`src/rtl/rr_arbiter4.sv`:
```
// Four-input round-robin arbiter feeding a one-entry registered output stage.
// Define RR_ARBITER4_LOCK_EN to hold the grant on one channel until its io_in_last beat.
module rr_arbiter4 #(
   parameter int WIDTH = 8
) (
   input  logic             clock,
   input  logic             reset,
   input  logic             io_in_valid_0,
   input  logic             io_in_valid_1,
   input  logic             io_in_valid_2,
   input  logic             io_in_valid_3,
   input  logic [WIDTH-1:0] io_in_data_0,
   input  logic [WIDTH-1:0] io_in_data_1,
   input  logic [WIDTH-1:0] io_in_data_2,
   input  logic [WIDTH-1:0] io_in_data_3,
`ifdef RR_ARBITER4_LOCK_EN
   input  logic             io_in_last_0,
   input  logic             io_in_last_1,
   input  logic             io_in_last_2,
   input  logic             io_in_last_3,
`endif
   output logic             io_in_ready_0,
   output logic             io_in_ready_1,
   output logic             io_in_ready_2,
   output logic             io_in_ready_3,
   output logic [1:0]       io_select,
   output logic             io_out_valid,
   input  logic             io_out_ready,
   output logic [WIDTH-1:0] io_out_data,
   output logic [1:0]       io_out_chosen,
   output logic [1:0]       dbg_ptr,
   output logic             dbg_lock
);

   // Handshake: a beat moves on any rising edge where valid and ready are both 1.
   // Ready never depends on the valid of the same interface's consumer side beyond
   // the grant search, and a presented output beat stays stable until it is taken.

   logic             out_valid_q;
   logic [WIDTH-1:0] out_data_q;
   logic [1:0]       out_chosen_q;
   logic [1:0]       ptr_q;

   logic [3:0]       valid_vec;
   logic [WIDTH-1:0] data_arr [4];
   logic             accept_en;
   logic             accept;
   logic [1:0]       grant;
   logic             grant_found;

   assign valid_vec   = {io_in_valid_3, io_in_valid_2, io_in_valid_1, io_in_valid_0};
   assign data_arr[0] = io_in_data_0;
   assign data_arr[1] = io_in_data_1;
   assign data_arr[2] = io_in_data_2;
   assign data_arr[3] = io_in_data_3;

`ifdef RR_ARBITER4_LOCK_EN
   typedef enum logic {ARB_FREE, ARB_LOCKED} lock_state_t;
   lock_state_t lock_state_q;
   logic [1:0]  lock_idx_q;
   logic [3:0]  last_vec;

   assign last_vec = {io_in_last_3, io_in_last_2, io_in_last_1, io_in_last_0};
   assign dbg_lock = (lock_state_q == ARB_LOCKED);
`else
   assign dbg_lock = 1'b0;
`endif

   // Scan from the farthest candidate back to ptr so the nearest valid one wins.
   always_comb begin
      logic [1:0] idx;
      idx         = '0;
      grant       = '0;
      grant_found = 1'b0;
      for (int k = 3; k >= 0; k--) begin
         idx = ptr_q + 2'(k);
         if (valid_vec[idx]) begin
            grant       = idx;
            grant_found = 1'b1;
         end
      end
`ifdef RR_ARBITER4_LOCK_EN
      if (lock_state_q == ARB_LOCKED) begin
         grant       = lock_idx_q;
         grant_found = valid_vec[lock_idx_q];
      end
`endif
   end

   assign accept_en = !out_valid_q || io_out_ready;
   assign accept    = grant_found && accept_en && !reset;

   assign io_select     = grant;
   assign io_in_ready_0 = accept && (grant == 2'd0);
   assign io_in_ready_1 = accept && (grant == 2'd1);
   assign io_in_ready_2 = accept && (grant == 2'd2);
   assign io_in_ready_3 = accept && (grant == 2'd3);

   assign io_out_valid  = out_valid_q;
   assign io_out_data   = out_data_q;
   assign io_out_chosen = out_chosen_q;
   assign dbg_ptr       = ptr_q;

   always_ff @(posedge clock or posedge reset) begin
      if (reset) begin
         out_valid_q  <= 1'b0;
         out_data_q   <= '0;
         out_chosen_q <= '0;
         ptr_q        <= '0;
`ifdef RR_ARBITER4_LOCK_EN
         lock_state_q <= ARB_FREE;
         lock_idx_q   <= '0;
`endif
      end else begin
         if (accept) begin
            out_valid_q  <= 1'b1;
            out_data_q   <= data_arr[grant];
            out_chosen_q <= grant;
`ifdef RR_ARBITER4_LOCK_EN
            if (last_vec[grant]) begin
               ptr_q        <= grant + 2'd1;
               lock_state_q <= ARB_FREE;
            end else begin
               lock_state_q <= ARB_LOCKED;
               lock_idx_q   <= grant;
            end
`else
            ptr_q        <= grant + 2'd1;
`endif
         end else if (io_out_ready) begin
            out_valid_q <= 1'b0;
         end
      end
   end

endmodule

```
`config.mk`:
```
export PLATFORM = sky130hd
export DESIGN_NAME = rr_arbiter4
export DESIGN_NICKNAME = d
export VERILOG_FILES = /design/src/rtl/rr_arbiter4.sv
export SDC_FILE = /design/constraint.sdc
export NUM_CORES = 1
export LEC_CHECK = 0
export ABC_AREA = 0
export CAP_MARGIN = 0
export CORE_MARGIN = 1
export CORE_UTILIZATION = 25
export CTS_CLUSTER_SIZE = 30
export DETAILED_ROUTE_END_ITERATION = 7
export PLACE_DENSITY = 0.69
export SYNTH_ARGS = -nofsm -noshare
export SYNTH_HDL_FRONTEND = slang
export SYNTH_SLANG_ARGS = --single-unit
```
`constraint.sdc`:
```
create_clock -name clock -period 2.2 [get_ports clock]
set_clock_uncertainty 0.05 [all_clocks]
set_input_delay 0.22 -clock clock [delete_from_list [all_inputs] [get_ports clock]]
set_output_delay 0.22 -clock clock [all_outputs]
set_load 0.01 [all_outputs]
```
==> impl_metrics.yaml <==
detailed_routing:
  drt_wl_total_um: 3168
  post_drt_wl_per_cell_um: 13.77
  firstDrtPassIters: 4
  drc: 0
  antenna_left: 0
  drt-initial-drc-count: 42
  vias: 1105
  vias_per_cell: 4.804
pwr:
  p_int_uw: 856.2
  comb_power_share_pct: 56.6
  power.density_nw_per_um2: 743.7
  p_sw_uw: 452.1
  swShare_pct: 34.56
  seqPwrFrac_pct: 26.9
  clockPowerShare_pct: 16.5
  ir_worst_vdd_v: 0.0005175
  leakagePower_nw: 0.7789
  total_power_mw: 1.308
sta:
  rsz0062_at_grt: "no"
  post-route-period-util_pct: 93.96
  fin_crit_ns: 2.067
  worst_slack_ns: 0.1328
  drv_slew: 0
  setup_viol: 0
  clock.fmax_mhz: 483.7
  hold_ws_ns: 0.2724
  finalHoldViolCount: 0
placed_design:
  portBuffers: 57
  place_area_um2: 1680
  dp_hpwl_um: 2589
  gp_congestion: 0.7627
  dp_slack_ns: -0.2546
  dp_cells: 223
logic_synthesis:
  synth_cells: 106
  async_reset_ff_share_pct: 100.0
  synth_cell_types: 33
  yosysWarnings: 0
  ys_seq_area_share_pct: 34.67
  synthFlopType: "dfrtp_1"
  synth-edff-count: 0
  syn_area_um2: 938.4
  yosys_register_bits: 13
  postSynthAreaPerCell_um2: 8.853
  synth_nets: 145
final_layout:
  diodes: 0
  synthToLayoutAreaGrowth_pct: 87.47
  layout.cells.non_filler: 230
  final_cell_mix: "clkdlybuf4s50_1 (47), buf_4 (27), dfrtp_1 (13)"
  layout.cells.most_common: "clkdlybuf4s50_1"
  stdcell_area_um2: 1759
  nNetsFinal: 224
  drive_gt1_share_pct: 22.28
job:
  cap_violations: 0
grt:
  antenna_found_initial: 0
  grt-ovfl-total: 0
  grt_pass1_vias: 1093
  grt_usage_pct: 16.42
  grt_max_degree: 14
  grt_pass1_wl_um: 5154
floorplan:
  std_cell_rows: 21
  die-area_um2: 4002
  core_um2: 3468
  io_pins: 59
  die_h_um: 63.27
  start_util_pct: 27.06
  die_w_um: 63.27
clock_network:
  clock_path_buffers: 2
  cts-root-buf: "clkbuf_8"
  clk_latency_ns: 0.24
  cts_tree: "done"
  htreeDepth: 1
  numCtsBuffers: 3
  clk_pin_slew_ns: 0.06
  cts.sinks: 13
worst_setup_path:
  cp_data_arrival_time_ns: 1.80
  path_max_fanout: 6
  cp.required_ns: 1.93
  critPathKind: "reg2out"
  start_kind: "flop"
  worst_setup_path_end_kind: "output port"
status:
  status: "finished clean"
min_path:
  min_path_type: "in2async"
-- layout make-up --
type,instances,area (um^2)
fillers,356,1709
repair buffers,84,764.5
multi-input cells,78,548.0
flip-flops and latches,13,325.3
well taps,46,57.56
clock buffers,4,45.04
inverters,5,18.77
-- power groups by stage --
stage	registers, mW	logic (mW)	clock network, mW
6_report	0.352	0.741	0.216
4_1_cts	0.351	0.744	0.218
3_3_place_gp	0.354	0.720	0
3_5_place_dp	0.357	0.730	0
5_1_grt	0.361	0.797	0.232
2_1_floorplan	0.379	0.329	0
-- Yosys cell counts (all sizes together), types with 2 or more instances --
cell / number / area share [%]
nand3: 8 / 4.3
nor3: 3 / 1.6
a21oi: 12 / 6.4
nand2b: 5 / 3.3
o21ai: 9 / 4.8
o22a: 8 / 7.5
a221o: 8 / 8.5
dfrtp: 13 / 35
nor2b: 2 / 1.3
inv: 5 / 2.0
nor2: 5 / 2.3
buf: 7 / 5.9
nand2: 3 / 1.2
clkbuf: 3 / 1.2
-- critical path: stages (launching register included) --
cell and delay (ns):
dfrtp_1 0.43, buf_4 0.18, and4b_1 0.23, nor2_2 0.18, inv_2 0.07, nor3_1 0.17
dlygate4sd2_1 0.29
-- through the flow --
stage | util (%) | TNS, ns
detailed placement | 48.45 | -1.420
finish | 50.72 | 0
global placement | 48.45 | -0.8273
CTS | 50.65 | 0
global route | 50.72 | 0
floorplan | - | 0
-- worst paths after layout --
check                                                   from                           end  slack, ns  cells past startpoint
worst max-delay path                  dbg_ptr[1]$_DFFE_PP0P_                 io_in_ready_2       0.13                      6
worst min-delay path                                   reset      io_out_valid$_DFFE_PP0P_       0.27                      3
worst max register to register        dbg_ptr[0]$_DFFE_PP0P_    io_out_data[3]$_DFFE_PP0P_       0.24                      6
worst min register to register  io_out_chosen[1]$_DFFE_PP0P_  io_out_chosen[1]$_DFFE_PP0P_       0.43                      2
max in group asynchronous                              reset    io_out_data[5]$_DFFE_PP0P_       1.67                      3
min in group clock              io_out_chosen[1]$_DFFE_PP0P_  io_out_chosen[1]$_DFFE_PP0P_       0.43                      2
-- repair_timing --
action	CTS	global route
buffers inserted	3	0
pin swaps	1	0
endpoints found under the setup margin	6	1
resized for setup	14	1
hold buffers	0	0
-- routing by layer --
layer  vias up  wire length [um]  GRT usage (%)
li1        556                 -              -
met1       503              1502          22.58
met2        42              1489          26.48
met3         4               132          1.449
met4         0                44          6.250
met5         -                 0              0
-- kinds of logic (layout without fill, tap and decap cells) --
kind of cell	after synthesis	after routing	share of synthesized area, %
simple gates	33	33	22.53
flops	13	13	34.67
buf+inv	15	93	9.065
other cells	1	1	0.3996
compound gates	44	44	33.34
-- state kept, by name, indices dropped and copies added (netlist names) --
register,cells
io_out_data,8
dbg_ptr,2
io_out_chosen,2
io_out_valid,1
Note: power is estimated with default switching activity, not from simulation.
